<file path="src/rtl/text_buffer_ctrl.sv">
// text_buffer_ctrl: owns the 16x16 character buffer behind the text-box renderer.
// - Read port: char_code is the registered contents of cell char_xy (1-cycle latency, read-first).
// - Write port: round-robin arbitration between two requesters. Each accepted write takes one
//   IDLE cycle plus one WRITE cycle, and the ack is given in the WRITE cycle.
// - Clear: on clear_req, FILL_CHAR is written to all 256 cells, one cell per cycle.
// Optional build macro VBLANK_WRITE_ONLY_EN: buffer writes (WRITE and CLEAR) only happen in
// cycles with vblnk_in=1. WRITE holds and the clear counter pauses while vblnk_in is low.
module text_buffer_ctrl #(
   parameter logic [7:0] FILL_CHAR = 8'h20,
   parameter int         DEPTH     = 256
) (
   input  logic       clk,
   input  logic       rst,
   input  logic [7:0] char_xy,
   output logic [7:0] char_code,
   input  logic       vblnk_in,
   input  logic       req0,
   input  logic [7:0] addr0,
   input  logic [7:0] data0,
   output logic       ack0,
   input  logic       req1,
   input  logic [7:0] addr1,
   input  logic [7:0] data1,
   output logic       ack1,
   input  logic       clear_req,
   output logic       clear_busy,
   output logic       clear_done
);

   typedef enum logic [1:0] {IDLE, WRITE, CLEAR} state_t;

   state_t     state, state_nxt;
   logic [7:0] mem [DEPTH];
   logic [7:0] cnt, cnt_nxt;
   logic       last_grant, last_grant_nxt;   // requester that won the most recent grant
   logic       grant, grant_nxt;             // requester served by the current WRITE
   logic [7:0] wr_addr, wr_addr_nxt;
   logic [7:0] wr_data, wr_data_nxt;
   logic       done_nxt;
   logic       wr_ok;
   logic       mem_we;
   logic [7:0] mem_addr, mem_data;

`ifdef VBLANK_WRITE_ONLY_EN
   assign wr_ok = vblnk_in;
`else
   logic unused_vblnk;
   assign unused_vblnk = vblnk_in;
   assign wr_ok        = 1'b1;
`endif

   // Next-state, arbitration and buffer write-port decode.
   always_comb begin
      // NOTE: every output of this block gets a default first, so no path leaves one unassigned and no latch is inferred.
      state_nxt      = state;
      cnt_nxt        = cnt;
      last_grant_nxt = last_grant;
      grant_nxt      = grant;
      wr_addr_nxt    = wr_addr;
      wr_data_nxt    = wr_data;
      done_nxt       = 1'b0;
      ack0           = 1'b0;
      ack1           = 1'b0;
      clear_busy     = 1'b0;
      mem_we         = 1'b0;
      mem_addr       = wr_addr;
      mem_data       = wr_data;
      case (state)
         IDLE: begin
            if (clear_req) begin
               state_nxt = CLEAR;
               cnt_nxt   = 8'd0;
            end else if (req0 || req1) begin
               // NOTE: blocking assignments here, so grant_nxt is already updated when the lines below read it.
               grant_nxt      = (req0 && req1) ? ~last_grant : req1;
               last_grant_nxt = grant_nxt;
               wr_addr_nxt    = grant_nxt ? addr1 : addr0;
               wr_data_nxt    = grant_nxt ? data1 : data0;
               state_nxt      = WRITE;
            end
         end
         WRITE: begin
            if (wr_ok) begin
               mem_we    = 1'b1;
               ack0      = ~grant;
               ack1      = grant;
               state_nxt = IDLE;
            end
         end
         CLEAR: begin
            clear_busy = 1'b1;
            mem_addr   = cnt;
            mem_data   = FILL_CHAR;
            if (wr_ok) begin
               mem_we = 1'b1;
               if (cnt == 8'hFF) begin
                  state_nxt = IDLE;
                  done_nxt  = 1'b1;
               end else begin
                  cnt_nxt = cnt + 8'd1;
               end
            end
         end
         default: state_nxt = IDLE;
      endcase
      // A write that is pending in the reset cycle is dropped and is not acknowledged.
      if (rst) begin
         mem_we = 1'b0;
         ack0   = 1'b0;
         ack1   = 1'b0;
      end
   end

   // State register plus the latched write request, clear counter and clear_done pulse.
   always_ff @(posedge clk) begin
      if (rst) begin
         state      <= IDLE;
         cnt        <= 8'd0;
         last_grant <= 1'b1;
         grant      <= 1'b0;
         wr_addr    <= 8'd0;
         wr_data    <= 8'd0;
         clear_done <= 1'b0;
      end else begin
         state      <= state_nxt;
         cnt        <= cnt_nxt;
         last_grant <= last_grant_nxt;
         grant      <= grant_nxt;
         wr_addr    <= wr_addr_nxt;
         wr_data    <= wr_data_nxt;
         clear_done <= done_nxt;
      end
   end

   // Buffer write port, shared by the requesters and the clear sequencer.
   always_ff @(posedge clk) begin
      // NOTE: the RAM array has no reset, so it can map onto block RAM. The clear command is how the buffer gets initialised.
      if (mem_we) mem[mem_addr] <= mem_data;
   end

   // Renderer read port. It returns the old data when a write to the same cell happens in the same cycle.
   always_ff @(posedge clk) begin
      if (rst) char_code <= 8'd0;
      else     char_code <= mem[char_xy];
   end

endmodule
</file>
<file path="config.mk">
export PLATFORM = sky130hd
export DESIGN_NAME = text_buffer_ctrl
export DESIGN_NICKNAME = d
export VERILOG_FILES = /design/src/rtl/text_buffer_ctrl.sv
export SDC_FILE = /design/constraint.sdc
export NUM_CORES = 2
export LEC_CHECK = 0
export ABC_AREA = 0
export CAP_MARGIN = 20
export CORE_AREA = 2 2 437 482
export DETAILED_ROUTE_END_ITERATION = 12
export DIE_AREA = 0 0 439 484
export GPL_TIMING_DRIVEN = 0
export PLACE_DENSITY_LB_ADDON = 0.15
export SLEW_MARGIN = 20
export SYNTH_ARGS = -nofsm -noshare
export SYNTH_HDL_FRONTEND = slang
export SYNTH_SLANG_ARGS = --single-unit
export TNS_END_PERCENT = 20
</file>
<file path="constraint.sdc">
create_clock -name clk -period 10.9 [get_ports clk]
set_clock_uncertainty 0.05 [all_clocks]
set_input_delay 1.635 -clock clk [delete_from_list [all_inputs] [get_ports clk]]
set_output_delay 1.635 -clock clk [all_outputs]
set_load 0.005 [all_outputs]
</file>
==> results.json <==
{
  "arrival_ps": 6850,
  "htree_levels": 4,
  "ys.flop_type": "edfxtp_1",
  "fin_crit_sh_pct": 56.84,
  "grt.busiest_layer": "met2",
  "finalSetupViolations": 0,
  "fin_hold_ws_ps": 429.3,
  "ys_ff_latch": 2085,
  "clockRootBuffer": "clkbuf_16",
  "clock_sinks": 2085,
  "cp.required_ps": 11550,
  "grt_max_degree": 61,
  "min_from": "last_grant",
  "outcome": "completed",
  "drtPass1Iterations": 8,
  "crit_type": "in2reg",
  "r2r-start": "state[0]",
  "worst_slew_pin_slew_ps": 1315,
  "cts_tree": "built",
  "min_path_type": "reg2reg",
  "clk_latency_ps": 880,
  "leakage_uw": 0.03126,
  "antenna_left": 0,
  "numCtsBuffers": 211,
  "fin_tns_setup_ps": 0,
  "rows": 176,
  "reg2reg_depth": 9,
  "hpwl_mm": 218.9,
  "synth_area_um2": 82500,
  "fin_nets": 4586,
  "synth_fp_nets": 4223,
  "synth_top_area_share_pct": 74.55,
  "ir_drop_mv": 0.1561,
  "use_met2_pct": 43.71,
  "dp_slack_ps": 4109,
  "cts-resized-gates": 0,
  "gp_congestion": 0.9905,
  "ctsLongestPathBuffers": 3,
  "min_period_ps": 6195,
  "drc": 0,
  "grtUsageMet3_pct": 6.941,
  "drtIter0Drc": 7478,
  "overflow": 0,
  "met1_usage_pct": 38.26,
  "synth_xor_area_share_pct": 0.06370,
  "cts.clk_slew.worst_paths_ps": 60,
  "synth-edff-count": 2048,
  "die_h_um": 484,
  "synthToLayoutAreaGrowth_pct": 15.69,
  "maxCapViolCount": 0,
  "yosysUniqueCellTypes": 76,
  "hold_viol_final": 0,
  "cp-start-kind": "primary input",
  "num_vias": 46773,
  "rrSetupSlack_ps": 5760,
  "synth_fa_ha_area_share_pct": 0.06067,
  "relSlewSlack_pct": 12.33,
  "ys_warn_count": 0,
  "end_kind": "flip-flop",
  "final_cells": 7492,
  "wirelength_mm": 308.2,
  "io_buffers": 51,
  "dieArea_um2": 212500,
  "synth_top_family_by_area": "multiplexers",
  "grt_usage_pct": 28.74,
  "wl_per_cell_um": 41.14,
  "drv_slew": 0,
  "synthArstFlopShare_pct": 0,
  "synth-seq-area-share_pct": 75.44,
  "synth.area.top_cells": "edfxtp_1 (75%), mux4_2 (6.7%), mux2i_1 (4.0%), mux4_1 (3.7%), nor2_1 (1.5%)",
  "ioPinCount": 58,
  "hold_buffers": 0,
  "worst-path-max-fanout": 10,
  "synth_top_area_cell": "edfxtp_1",
  "fin_ws_ps": 4705,
  "timing.rr.end": "mem[127][0]",
  "timing.fmax_mhz": 161.4,
  "avgSynthCellArea_um2": 19.77,
  "yosys.area_share.simple_pct": 3.429,
  "netlist_instances": 4173,
  "die_w_um": 439,
  "synth_commonest_cells": "edfxtp_1 (2048), mux2i_1 (333), nor2_1 (325), mux4_2 (245), mux4_1 (115)",
  "initial_core_util_pct": 39.64,
  "powerDensity_nw_per_um2": 184.8,
  "grt_pass1_wl_mm": 404.4,
  "placed_cell_area_um2": 88650,
  "antenna_found_initial": 23,
  "grt_pass1_vias": 44353,
  "coreArea_um2": 208100,
  "viasPerCell": 6.243,
  "yosysMostFrequentCell": "edfxtp_1",
  "muxShareOfSynthArea_pct": 14.75,
  "final_cell_area_um2": 95440,
  "drive_gt1_share_pct": 19.03,
  "synth_compound_area_share_pct": 4.065,
  "min_to": "last_grant",
  "cts_setup_buffers": 0,
  "dp.cells": 7079,
  "grt_setup_unrepaired": "false",
  "holdPathStages": 2
}
stage by stage:
step | utilization (%) | total power, µW
final | 45.86 | 17630
after global routing | 45.85 | 17980
after CTS | 45.81 | 17620
after detailed placement | 42.60 | 10610
after global placement | 41.55 | 10610
after floorplan | - | 9855
sequential cells by signal, summed over array words and instances (netlist names):
name	count
grant	1
wr_addr	8
state	2
mem	2048
char_code	8
cnt	8
wr_data	8
last_grant	1
clear_done	1
power by group:
part	internal, µW	switching (µW)	leakage, µW
Clock	3980	3180	0.00326
Sequential	8980	9.46	0.0195
Combinational	432	1050	0.00849
layout by cell type (no fill, tap or decap), types with 24 or more instances in the layout:
cell type and instances:
a211oi_1 64, a21oi_1 51, a22oi_1 43, buf_12 53, buf_16 35, buf_2 73, buf_6 24, buf_8 32
clkbuf_1 100, clkbuf_16 214, clkbuf_2 46, clkdlybuf4s50_1 51, clkinv_1 72, clkinv_2 30, dfxtp_1 37, edfxtp_1 2048
mux2_2 26, mux2i_1 333, mux4_1 115, mux4_2 245, nand2_1 112, nand3_1 50, nor2_1 303, nor3_1 34
o21ai_0 33, o221ai_1 77, o22ai_1 99
per-layer routing:
layer / routed length (µm) / share of wire [%] / vias up
met2: 139200 / 45 / 3044
li1: - / - / 18118
met1: 118100 / 38 / 24940
met5: 63 / 0.020 / -
met3: 31650 / 10 / 665
met4: 19230 / 6.2 / 6
worst max path at each step:
stage | slack (ps) | from | depth (start not counted) | endpoint
floorplan | 1960 | state[0] | 6 | mem[0][0]
global placement | -7500 | state[0] | 6 | mem[76][6]
detailed placement | 4110 | char_xy[4] | 9 | char_code[5]
CTS | 5010 | char_xy[4] | 9 | char_code[5]
global route | 4900 | char_xy[4] | 9 | char_code[4]
finish | 4700 | char_xy[4] | 9 | char_code[5]
area by class of cell:
class / count / area [µm²]
diodes: 20 / 50.05
plain buffers: 255 / 1848
clock buffers: 259 / 5564
clock inverters: 131 / 1122
fillers: 17625 / 112700
inverters: 5 / 18.77
multi-input cells: 1828 / 18680
flip-flops and latches: 2085 / 62240
well taps: 2759 / 3452
repair buffers: 150 / 2465
worst max-delay path: stages:
cell and delay (ps):
clkdlybuf4s50_1 830, nor2b_1 200, clkbuf_1 560, clkbuf_1 830, clkbuf_1 940, a211oi_1 280
a21oi_1 400, nand4_1 500, o22ai_1 640
logic make-up (layout without fill, tap and decap cells):
kind of cell / after synthesis / count (layout)
multiplexers: 719 / 719
AO/OA/AOI/OAI: 468 / 468
XOR/XNOR: 6 / 6
flip-flops: 2085 / 2085
adder cells (fa/ha/maj): 4 / 4
AND/OR/NAND/NOR: 631 / 631
buffers and inverters: 260 / 800
other: 0 / 20
No activity file was read; power rests on OpenSTA's default activity.
